--- config.mk ---
export PLATFORM = sky130hd
export DESIGN_NAME = mem_arbiter
export DESIGN_NICKNAME = d
export VERILOG_FILES = /design/src/rtl/mem_arbiter.sv
export SDC_FILE = /design/constraint.sdc
export NUM_CORES = 1
export LEC_CHECK = 0
export CORE_ASPECT_RATIO = 0.8
export CORE_MARGIN = 2
export CORE_UTILIZATION = 43
export CTS_CLUSTER_DIAMETER = 40
export DETAILED_ROUTE_END_ITERATION = 12
export HOLD_SLACK_MARGIN = 0.06
export PLACE_DENSITY = 0.9
export SLEW_MARGIN = 30
export SYNTH_ARGS = -nofsm -noshare
export SYNTH_HDL_FRONTEND = slang
export SYNTH_SLANG_ARGS = --single-unit
--- constraint.sdc ---
create_clock -name clk -period 4.6 [get_ports clk]
set_clock_uncertainty 0.1 [all_clocks]
set_input_delay 0.69 -clock clk [delete_from_list [all_inputs] [get_ports clk]]
set_output_delay 0.69 -clock clk [all_outputs]
set_load 0.01 [all_outputs]
--- src/rtl/mem_arbiter.sv ---
// Two-port memory arbiter: a CPU port and a debug/loader port share a single
// fixed-latency memory. The CPU has priority, but the debug port is granted
// once it has waited through STARVE_MAX back-to-back CPU grants.
module mem_arbiter #(
   parameter int unsigned MEM_LAT    = 1,  // memory read latency, 1..3
   parameter int unsigned STARVE_MAX = 4   // CPU grants allowed while debug waits
) (
   input  logic        clk,
   input  logic        rst,
   // CPU port
   input  logic        cpu_req,
   input  logic        cpu_we,
   input  logic [31:0] cpu_adr,
   input  logic [31:0] cpu_wdata,
   output logic [31:0] cpu_rdata,
   output logic        cpu_ready,
   // debug/loader port
   input  logic        dbg_req,
   input  logic        dbg_we,
   input  logic [31:0] dbg_adr,
   input  logic [31:0] dbg_wdata,
   output logic [31:0] dbg_rdata,
   output logic        dbg_ready,
   // memory side
   output logic [31:0] mem_adr,
   output logic        mem_we,
   output logic [31:0] mem_wdata,
   input  logic [31:0] mem_rdata,
   output logic        busy
);

   localparam logic [1:0] MemLat    = 2'(MEM_LAT);
   localparam logic [2:0] StarveMax = 3'(STARVE_MAX);

   typedef enum logic [1:0] {StIdle, StBusy, StCapt, StResp} state_e;

   state_e      state_q, state_d;
   logic        owner_q, owner_d;  // 1 = debug port owns the current access
   logic        we_q, we_d;
   logic [1:0]  lat_q, lat_d;
   logic [2:0]  starve_q, starve_d;
   logic [31:0] adr_q, adr_d;
   logic [31:0] wdata_q, wdata_d;
   logic [31:0] cpu_rdata_q, cpu_rdata_d;
   logic [31:0] dbg_rdata_q, dbg_rdata_d;
   logic        grant_cpu, grant_dbg;

   // Arbitration decision, only acted on in StIdle.
   always_comb begin
      grant_dbg = dbg_req && (!cpu_req || (starve_q == StarveMax));
      grant_cpu = cpu_req && !grant_dbg;
   end

   // Next-state logic: access sequencing, latching and read capture.
   always_comb begin
      state_d     = state_q;
      owner_d     = owner_q;
      we_d        = we_q;
      lat_d       = lat_q;
      starve_d    = starve_q;
      adr_d       = adr_q;
      wdata_d     = wdata_q;
      cpu_rdata_d = cpu_rdata_q;
      dbg_rdata_d = dbg_rdata_q;
      unique case (state_q)
         StIdle: begin
            if (!dbg_req) begin
               starve_d = '0;
            end
            if (grant_dbg) begin
               state_d  = StBusy;
               owner_d  = 1'b1;
               we_d     = dbg_we;
               adr_d    = dbg_adr;
               wdata_d  = dbg_wdata;
               lat_d    = MemLat;
               starve_d = '0;
            end else if (grant_cpu) begin
               state_d = StBusy;
               owner_d = 1'b0;
               we_d    = cpu_we;
               adr_d   = cpu_adr;
               wdata_d = cpu_wdata;
               lat_d   = MemLat;
               // Only CPU grants that overtake a waiting debug request count.
               if (dbg_req && (starve_q != 3'd7)) begin
                  starve_d = starve_q + 3'd1;
               end
            end
         end
         StBusy: begin
            lat_d = lat_q - 2'd1;
            if (lat_q == 2'd1) begin
               state_d = StCapt;
            end
         end
         StCapt: begin
            if (!we_q) begin
               if (owner_q) begin
                  dbg_rdata_d = mem_rdata;
               end else begin
                  cpu_rdata_d = mem_rdata;
               end
            end
            state_d = StResp;
         end
         StResp: begin
            state_d = StIdle;
         end
         default: begin
            state_d = StIdle;
         end
      endcase
   end

   // State and datapath registers with synchronous active-low reset.
   always_ff @(posedge clk) begin
      if (!rst) begin
         state_q     <= StIdle;
         owner_q     <= 1'b0;
         we_q        <= 1'b0;
         lat_q       <= '0;
         starve_q    <= '0;
         adr_q       <= '0;
         wdata_q     <= '0;
         cpu_rdata_q <= '0;
         dbg_rdata_q <= '0;
      end else begin
         state_q     <= state_d;
         owner_q     <= owner_d;
         we_q        <= we_d;
         lat_q       <= lat_d;
         starve_q    <= starve_d;
         adr_q       <= adr_d;
         wdata_q     <= wdata_d;
         cpu_rdata_q <= cpu_rdata_d;
         dbg_rdata_q <= dbg_rdata_d;
      end
   end

   // Outputs decoded from registered state only.
   always_comb begin
      busy      = (state_q != StIdle);
      // lat_q still holds its load value only in the first BUSY cycle.
      mem_we    = (state_q == StBusy) && we_q && (lat_q == MemLat);
      cpu_ready = (state_q == StResp) && !owner_q;
      dbg_ready = (state_q == StResp) && owner_q;
      mem_adr   = adr_q;
      mem_wdata = wdata_q;
      cpu_rdata = cpu_rdata_q;
      dbg_rdata = dbg_rdata_q;
   end

endmodule

* Yosys cells after proc, flatten, opt, wreduce, memory -nomap -nowiden
Index checks and enable logic that the tools add are counted.
** Storage, ports and cells
- Latch bits :: 0
- Register bits after elaboration :: 137
- Bits of input ports :: 166
- Bits in writable memories :: 0
- Word-level logic and storage cells :: 58
- Memories kept :: 0
- Output and inout bits :: 132
- Memory bits (read-only) :: 0
** Operators by class
- Shifts and indexed selects :: 0
- Mux-type cells :: 17
- Reduce and logical (&&, ||, !) cells :: 20
- Bitwise logic cells :: 2
- Div/mod/pow operators :: 0
- Multipliers :: 0
- $add $sub $neg :: 2
- Equality and inequality tests :: 8
- Magnitude comparators :: 0
** Operators by type and width (number)
- 32-bit two-way mux :: 4
- 3-bit two-way mux :: 4
- 2-bit one-hot mux with 4 select lines :: 1
- 1-bit logical AND :: 7
- 2-bit two-way mux :: 3
- 3-bit != test, second input constant :: 2
- 2-bit AND reduction :: 3
- 3-bit AND reduction :: 2
- 2-bit nonzero test :: 3
- 2-bit by 1-bit equality test with 1-bit output, second input constant :: 2
- 2-bit equality test, second input constant :: 2
- 1-bit two-way mux :: 4
- 2-bit one-hot mux with 2 select lines :: 1
- 3-bit by 1-bit adder with 3-bit output, second input constant :: 1
- 3-bit equality test, second input constant :: 1
- 1-bit logical NOT :: 3
- 2-bit logical NOT :: 1
- 2-bit != test, second input constant :: 1
- 1-bit NOT :: 2
- 2-bit by 1-bit subtractor with 2-bit output, second input constant :: 1
- 1-bit logical OR :: 1

* Logic depth before layout (Yosys ltp)
Gate-level depths: netlist of the first run.
- Depth after elaboration :: 8
- Mapped depth :: 8
- Gate-level depth less buffers :: 5

* Worst setup path before layout of the first run
Ideal clock, no wire load.
- Path kind :: input -> register
- Start point :: in cpu_req
- End point :: reg owner_q
- Stages :: 6
- Buffers on the path :: 3
- Data arrival time :: 1527 ps
- Required time :: 4372 ps
- Setup slack :: 2845 ps
- Setup time :: 128 ps
- Path through :: buf_4 -> a21bo_2 -> buf_6 -> buf_6 -> a32oi_1 -> nor2_1
** Between the ends
- Cells in the longest elaborated chain, start to end :: 7
- Elaborated cells on any way between the ends :: 8
- Those cells by class :: mux (1); reduce/logical (7)
** RTL lines
- start, declared :: line 11 : input logic cpu_req,
- 1-bit logical NOT :: line 50 : grant_dbg = dbg_req && (!cpu_req || (starve_q == StarveMax));
- 1-bit logical OR :: line 50
- 1-bit logical AND :: line 50
- 1-bit logical NOT :: line 51 : grant_cpu = cpu_req && !grant_dbg;
- 1-bit logical AND :: line 51
- 2-bit nonzero test (no source line)
- 2-bit AND reduction (no source line)
- end signal, assigned :: line 130 : owner_q <= owner_d;
- end, declared :: line 38 : logic owner_q, owner_d;
Several ways; a longest one is shown, not always the timed one.
A chain may end at the register's enable or synchronous reset.

* Final worst setup path of the first run
- Start point :: reg state_q[0]
- End point :: out busy
** Between the ends
- Cells in the longest elaborated chain, start to end :: 1
** RTL lines
- start, declared :: line 37 : state_e state_q, state_d;
- start signal, assigned :: line 119 : state_q <= StIdle;
- start signal, assigned :: line 129 : state_q <= state_d;
- 2-bit nonzero test :: line 143 : busy = (state_q != StIdle);
- end, declared :: line 29 : output logic busy
Every way passes these cells.

==> results of run 1 <==
==> synth_stat cells, types with 2 or more instances <==
cell type  count  share of area
dfxtp_1      137           0.48
nand2_1      135          0.089
a21oi_1      132           0.12
o21ai_0      125           0.11
a31oi_1       67          0.073
clkbuf_1      33          0.022
buf_2         30          0.026
o21ai_1        9         0.0079
ha_1           8          0.018
inv_1          6         0.0039
buf_6          5         0.0098
buf_4          3         0.0039
nor2b_1        3         0.0033
and2_1         2         0.0022
buf_1          2         0.0013
inv_2          2         0.0013
nand3_1        2         0.0018
nor2_1         2         0.0013
or3b_1         2         0.0031
==> through the flow <==
step | area (sq um) | instances | setup slack, ps | hold slack (ps)
6_report | 9210 | 1167 | 1814 | 353.1
5_1_grt | 9210 | 1167 | 1746 | 371.3
4_1_cts | 9209 | 1167 | 1800 | 355.5
3_5_place_dp | 8656 | 1135 | 1635 | 346.6
3_3_place_gp | 8656 | 1135 | 1682 | 340.9
2_1_floorplan | 5718 | 724 | 2845 | 363.6
==> worst max-delay path, delay by kind of cell (launching register included) <==
kind / cells / cell delay, ps
buffers and inverters: 3 / 870
DFF: 1 / 370
adders and majority gates: 1 / 350
==> logic make-up (layout without fill, tap and decap cells) <==
| kind of cell | after synthesis | in the layout | share of synthesized area |
|---|---|---|---|
| adders and majority gates | 8 | 8 | 0.01751 |
| and+or+nand+nor | 154 | 154 | 0.1116 |
| muxes | 2 | 2 | 0.003720 |
| buffers and inverters | 81 | 349 | 0.06827 |
| DFF | 137 | 137 | 0.4796 |
| AOI/OAI and AO/OA | 342 | 342 | 0.3193 |
==> sequential cells by signal, indices dropped and copies added, names as in the netlist <==
signal and flops:
cpu_rdata 32, dbg_rdata 32, mem_adr 32, mem_wdata 32
starve_q 3, lat_q 2, state_q 2, owner_q 1
we_q 1
==> worst min path at each step <==
stage,slack [ps],cells past startpoint,startpoint,end
2_1_floorplan,360,2,starve_q[0]$_SDFFE_PN0P_,starve_q[0]$_SDFFE_PN0P_
3_3_place_gp,340,2,cpu_rdata[31]$_SDFFE_PN0P_,cpu_rdata[31]$_SDFFE_PN0P_
3_5_place_dp,350,2,dbg_rdata[25]$_SDFFE_PN0P_,dbg_rdata[25]$_SDFFE_PN0P_
4_1_cts,360,2,cpu_rdata[30]$_SDFFE_PN0P_,cpu_rdata[30]$_SDFFE_PN0P_
5_1_grt,370,2,dbg_rdata[25]$_SDFFE_PN0P_,dbg_rdata[25]$_SDFFE_PN0P_
6_report,350,2,cpu_rdata[23]$_SDFFE_PN0P_,cpu_rdata[23]$_SDFFE_PN0P_
==> routing by layer <==
layer / up-vias / track usage
li1: 3072 / -
met1: 2972 / 0.3134
met2: 334 / 0.4571
met3: 47 / 0.07423
met4: 0 / 0.1029
met5: - / 0
==> cell usage in the layout, fill, tap and decap left out, types with 2 or more instances in the layout <==
master and count:
a21oi_1 132, a31oi_1 67, and2_1 2, buf_2 2, buf_4 12, clkbuf_16 17, clkdlybuf4s50_1 295, clkinv_2 2
clkinvlp_4 4, dfxtp_1 137, ha_1 8, inv_1 6, inv_6 7, inv_8 2, nand2_1 135, nand3_1 2
nor2_1 2, nor2b_1 3, o21ai_0 125, o21ai_1 9
==> power groups by stage <==
stage	logic, W	clock network (W)	registers, W
global placement	0.00177	0	0.00165
detailed placement	0.00181	0	0.00166
finish	0.00182	0.00128	0.00164
floorplan	0.000808	0	0.00177
CTS	0.00182	0.00130	0.00164
global route	0.00197	0.00136	0.00167
==> cell type report <==
cell class,count,area (sq um)
Clock inverter,15,127.6
Tap cell,175,219.0
Fill cell,979,3706
Timing Repair Buffer,309,3053
Clock buffer,17,425.4
Multi-Input combinational cell,506,2611
Sequential cell,137,2743
Inverter,8,31.28
==> metrics.md, run 1 <==
| Metric | Value |
|---|---|
| Run status | complete, no violations |
| GRT Total Usage | 0.2647 |
| Post-CTS setup buffer count | 0 |
| Power Dens Cells | just over 500 nW/um^2 |
| Worst path cell trace | inv_1 -> ha_1 -> inv_1 -> clkdlybuf4s50_1 |
| RePlAce Congestion | 0.8183 |
| Die width | between 100 and 150 um |
| Total of max-cap violations | 0 |
| Clock latency on the worst-skew pair | about 400 ps |
| Pint | 0.003089 W |
| Initial antenna violation count | 0 |
| Max rail drop VDD | slightly below 0.4 mV |
| Syn Std Cell Area | 5718 sq um |
| Final Hold Viols | 0 |
| Largest net degree at the start of global routing | 71 |
| Sw Ratio | 0.3487 |
| Clk network pwr share | 0.270 |
| Routed wl met2 | between 9000 and 10,000 um |
| LEAKAGE | 3.239 nW |
| Die Y-Extent | 107.1 um |
| Cts hold-fix bufs | 0 |
| Cell Rows | 37 |
| Critical Path RT | roughly 3800 ps |
| FF-to-FF setup slack | roughly 2300 ps |
| Cell variety after synth | 38 |
| Clock-pin slew on the worst setup and hold paths | around 60 ps |
| Root buffer cell | clkbuf_16 |
| CP Max Fanout | 10 |
| P_sw | 0.001654 W |
| Crit path from | state_q[0]$_SDFFE_PN0P_ |
| CTS tree | built |
| DR vias | roughly 6,400 |
| Area growth, synth to finish | 61.07% |
| Max-slew headroom | 0.3799 |
| Synth Area per Inst | 7.898 sq um |
| Comb pwr share | 0.383 |
| Reg2Reg Depth | 6 |
| Nets | around 1,200 |
| Top Metal Used | met4 |
| Worst path arrival time | 2000 ps |
| DR WL/cell | about 17 um |
| H-tree depth | 4 |
| Sequential share of power | 0.347 |
| Remaining routing DRC violations | 0 |
| Pre-antenna DRT Iters | 5 |
| Seq/Total Area, Yosys | 0.4796 |
| Boundary Pins | 298 |
| Total global routing overflow | 0 |
| Synth Flop Type | dfxtp_1 |
| Fin crit period | between 2000 and 3000 ps |
| Routed Antenna Nets | 0 |
| RSZ-0062 raised after global routing | false |
| Slowest CP cell | clkdlybuf4s50_1 |
| First-pass GRT wire length | between 30,000 and 40,000 um |
| CP startpoint kind | flop |
| DRT met1 WL | just under 8000 um |
| CP Class | reg -> out |
| Final worst-path cycle share | 0.6056 |
| Max Clock Freq | between 300 and 400 MHz |
| Initial Utilization | 0.4427 |
| Iter 0 DRT Violations | 480 |
| R2R Path Start | state_q[0]$_SDFFE_PN0P_ |
| Final core utilization | 0.7131 |
| Synthesized Nets | about 900 |
| Met3 routed WL | approximately 1700 um |
| Drt total wl | roughly 20,000 um |
| N_diodes | 0 |
| Worst slew pin tran | 930.2 ps |
| Core Region | about 13,000 sq um |
| Post-synth EDFFs | 0 |
| Vias in the first global route | between 6,000 and 7,000 |
| Worst setup EP type | primary output |
| Endpoints failing setup | 0 |
| Via density | around 5.5 |
| Clock buffer depth | 2 |
| Share of layout cells above drive strength 1 | 0.05544 |
| Cts bufs inserted | 17 |
| Post-DP HPWL | 13,070 um |
| Number of port buffers | approximately 300 |
| Async SR Flop Fraction | 0 |
| CP endpoint | busy |
| Min-delay worst type | reg -> reg |
| Post-Syn Instances | just over 700 |
| Final Power | ~0.0047 W |
| Most numerous cell on the critical path | inv_1 |
| #FFs+latches synth | approximately 140 |
| Fin. max-slew vios | 0 |
| Die area | around 14,000 sq um |
| Syn. warnings | 0 |
| Cts repair resizes | 0 |
| Slowest stage delay, CP | 570 ps |
| Clock sink total | approximately 140 |
| TNS Setup | 0 ps |
| R2r endpoint | mem_adr[27]$_SDFFE_PN0P_ |
Power figures use the tool's default switching activity.
==> run 2: changes to the inputs <==
Settings changed: CORE_UTILIZATION 43 to 40, PLACE_DENSITY 0.9 to 0.85.
Clock period 4.6 ns to 2.6 ns, I/O delays scaled along.
==> run 2 against run 1 <==
Routed wire length about the same. Highest routed layer unchanged. First-iteration DRC count down 5.0%. Clock-buffer cell count up 1. Critical path depth unchanged. Utilization down 5.2 points. Via count down 0.86%. Critical path type unchanged. Clock power up 80%. Sequential power up 77%. Global-route usage down 1.3 points. Total power up 80%. Die area up 7.2%. Non-clock buffer count up 3.
==> metrics.md, run 2 (same netlist as run 1, synthesis figures left out) <==
| Metric | Value |
|---|---|
| Run status | complete, no violations |
| CP Class | reg -> out |
| CTS tree | built |
| Power Dens Cells | 914.0 nW/um^2 (+77%) |
| TNS Setup | 0 ps (unchanged) |
| Fill count | 1,208 (+23%) |
| Largest net degree at the start of global routing | 66 (-7.0%) |
| Clock-pin slew on the worst setup and hold paths | 60 ps (about the same) |
| Worst slew pin tran | 811.6 ps (-118.5 ps) |
| Final core utilization | 0.6607 (-0.05235) |
| Clock buffer depth | 2 (unchanged) |
| RePlAce Congestion | 0.7874 (-3.8%) |
| Max Clock Freq | 428.9 MHz |
| LEAKAGE | 3.285 nW (+1.4%) |
| Die area | 15,270 sq um (+7.2%) |
| Cts repair resizes | 0 (unchanged) |
| N_diodes | 0 (unchanged) |
| Die Y-Extent | 110.9 um (+3.5%) |
| Pre-antenna DRT Iters | 7 (+2) |
| Share of layout cells above drive strength 1 | 0.05729 (+0.001843) |
| Hold Path Depth | 2 (unchanged) |
| Cell Rows | 39 (+5.4%) |
| Commonest cells after routing, fill and taps aside | clkdlybuf4s50_1, dfxtp_1, nand2_1 |
| Cts hold-fix bufs | 0 (unchanged) |
| Placed cell area | 8752 sq um (+1.1%) |
| Clock latency on the worst-skew pair | 410 ps (about the same) |
| Post-DP HPWL | 12,900 um (-1.3%) |
| Pre-CTS setup slack | 465.5 ps (-1169 ps) |
| Fin. max-slew vios | 0 (unchanged) |
| CP startpoint kind | flop |
| Final Instance Area | 9318 sq um (+1.2%) |
| Remaining routing DRC violations | 0 (unchanged) |
| Final Power | 0.008516 W (+80%) |
| Worst setup EP type | primary output |
| Post-CTS setup buffer count | 0 (unchanged) |
| Endpoints failing setup | 0 (unchanged) |
| Iter 0 DRT Violations | 456 (-5.0%) |
| Vias in the first global route | 5,951 (-1.4%) |
| Routed Antenna Nets | 0 (unchanged) |
| Worst path arrival time | 1840 ps (-160 ps) |
| Via density | 5.403 (-1.9%) |
| Total of max-cap violations | 0 (unchanged) |
| First-pass GRT wire length | 30,460 um (about the same) |
| Core Region | 14,100 sq um (+9.2%) |
| Number of port buffers | 297 (unchanged) |
| CP Max Fanout | 5 (-5) |
| RSZ-0062 raised after global routing | false |
| Root buffer cell | clkbuf_16 |
| Clock sink total | 137 (unchanged) |
| Drt total wl | 19,700 um (about the same) |
| GRT Total Usage | 0.2520 (-0.01268) |
| Total global routing overflow | 0 (unchanged) |
| Boundary Pins | 298 (unchanged) |
| Reg2Reg Depth | 6 (unchanged) |
| Area growth, synth to finish | 62.95% |
| DR vias | 6,370 (-0.86%) |
| Setup ws final | 268.6 ps (-1546 ps) |
| Initial antenna violation count | 0 (unchanged) |
| Initial Utilization | 0.4055 (-0.03724) |
| Fin crit period | about 2300 ps |
| Max-slew headroom | 0.4589 (+0.07901) |
| DR WL/cell | 16.71 um (-1.1%) |
| Nets | 1,156 (+0.26%) |
| Critical Path RT | 2110 ps (-1700 ps) |
| Final worst-path cycle share | 0.8967 |
| Cts bufs inserted | 17 (unchanged) |
| Max rail drop VDD | 0.6487 mV (+64%) |
| Final Hold Viols | 0 (unchanged) |
| Commonest non-fill, non-tap cell in the layout | clkdlybuf4s50_1 |
| Die width | 137.7 um (+3.6%) |
| H-tree depth | 4 (unchanged) |
| Min-delay worst type | in -> reg |
-- run 2: cell count changes in the layout (fill, tap and decap cells not counted) --
cell | before | now
inv_6 | 7 | 1
buf_12 | 0 | 5
clkinv_4 | 1 | 5
clkinv_2 | 2 | 5
buf_4 | 12 | 10
inv_8 | 2 | 0
bufinv_16 | 0 | 1
clkbuf_8 | 0 | 1
clkinvlp_4 | 4 | 3
or3b_1 | 1 | 2
or3b_2 | 1 | 0
-- run 2: per-layer routing --
layer,track usage,up-vias,part of all wire
met5,0,-,0
met4,0.09347,0,0.024
met3,0.09648,42,0.10
met2,0.4083,327,0.48
met1,0.3014,2930,0.40
li1,-,3071,-
-- run 2: power by group --
group | internal [W] | switching, W | leakage [nW]
clock network | 0.00134 | 0.000955 | 0.272
registers | 0.00262 | 0.000292 | 1.12
logic | 0.00166 | 0.00165 | 1.89
-- run 2: worst max-delay path: stages, from the launching register on --
cell	delay, ps
dfxtp_1	340
inv_1	90
ha_1	240
and3_1	180
clkdlybuf4s50_1	580
-- run 2: cell type report --
class / instances / area [sq um] / area share
clock inverters: 14 / 125.1 / 0.01343
inverters: 8 / 31.28 / 0.003357
clock buffers: 18 / 439.2 / 0.04713
multi-input cells: 506 / 2611 / 0.2802
well taps: 184 / 230.2 / 0.02471
repair buffers: 312 / 3138 / 0.3368
flip-flops and latches: 137 / 2743 / 0.2943
-- run 2: metrics by stage --
stage / hold WS (ps) / cells
after floorplan: 363.6 / 724
after CTS: 228.1 / 1179
after global placement: 340.9 / 1147
after global routing: 248.9 / 1179
final: 242.6 / 1179
after detailed placement: 346.6 / 1147
-- run 2: worst paths after layout --
| check | end | startpoint | slack [ps] |
|---|---|---|---|
| setup / recovery | mem_we | state_q[1]$_SDFFE_PN0P_ | 270 |
| hold / removal | state_q[0]$_SDFFE_PN0P_ | rst | 240 |
| setup reg to reg | mem_adr[17]$_SDFFE_PN0P_ | starve_q[0]$_SDFFE_PN0P_ | 530 |
| hold reg to reg | cpu_rdata[11]$_SDFFE_PN0P_ | cpu_rdata[11]$_SDFFE_PN0P_ | 350 |
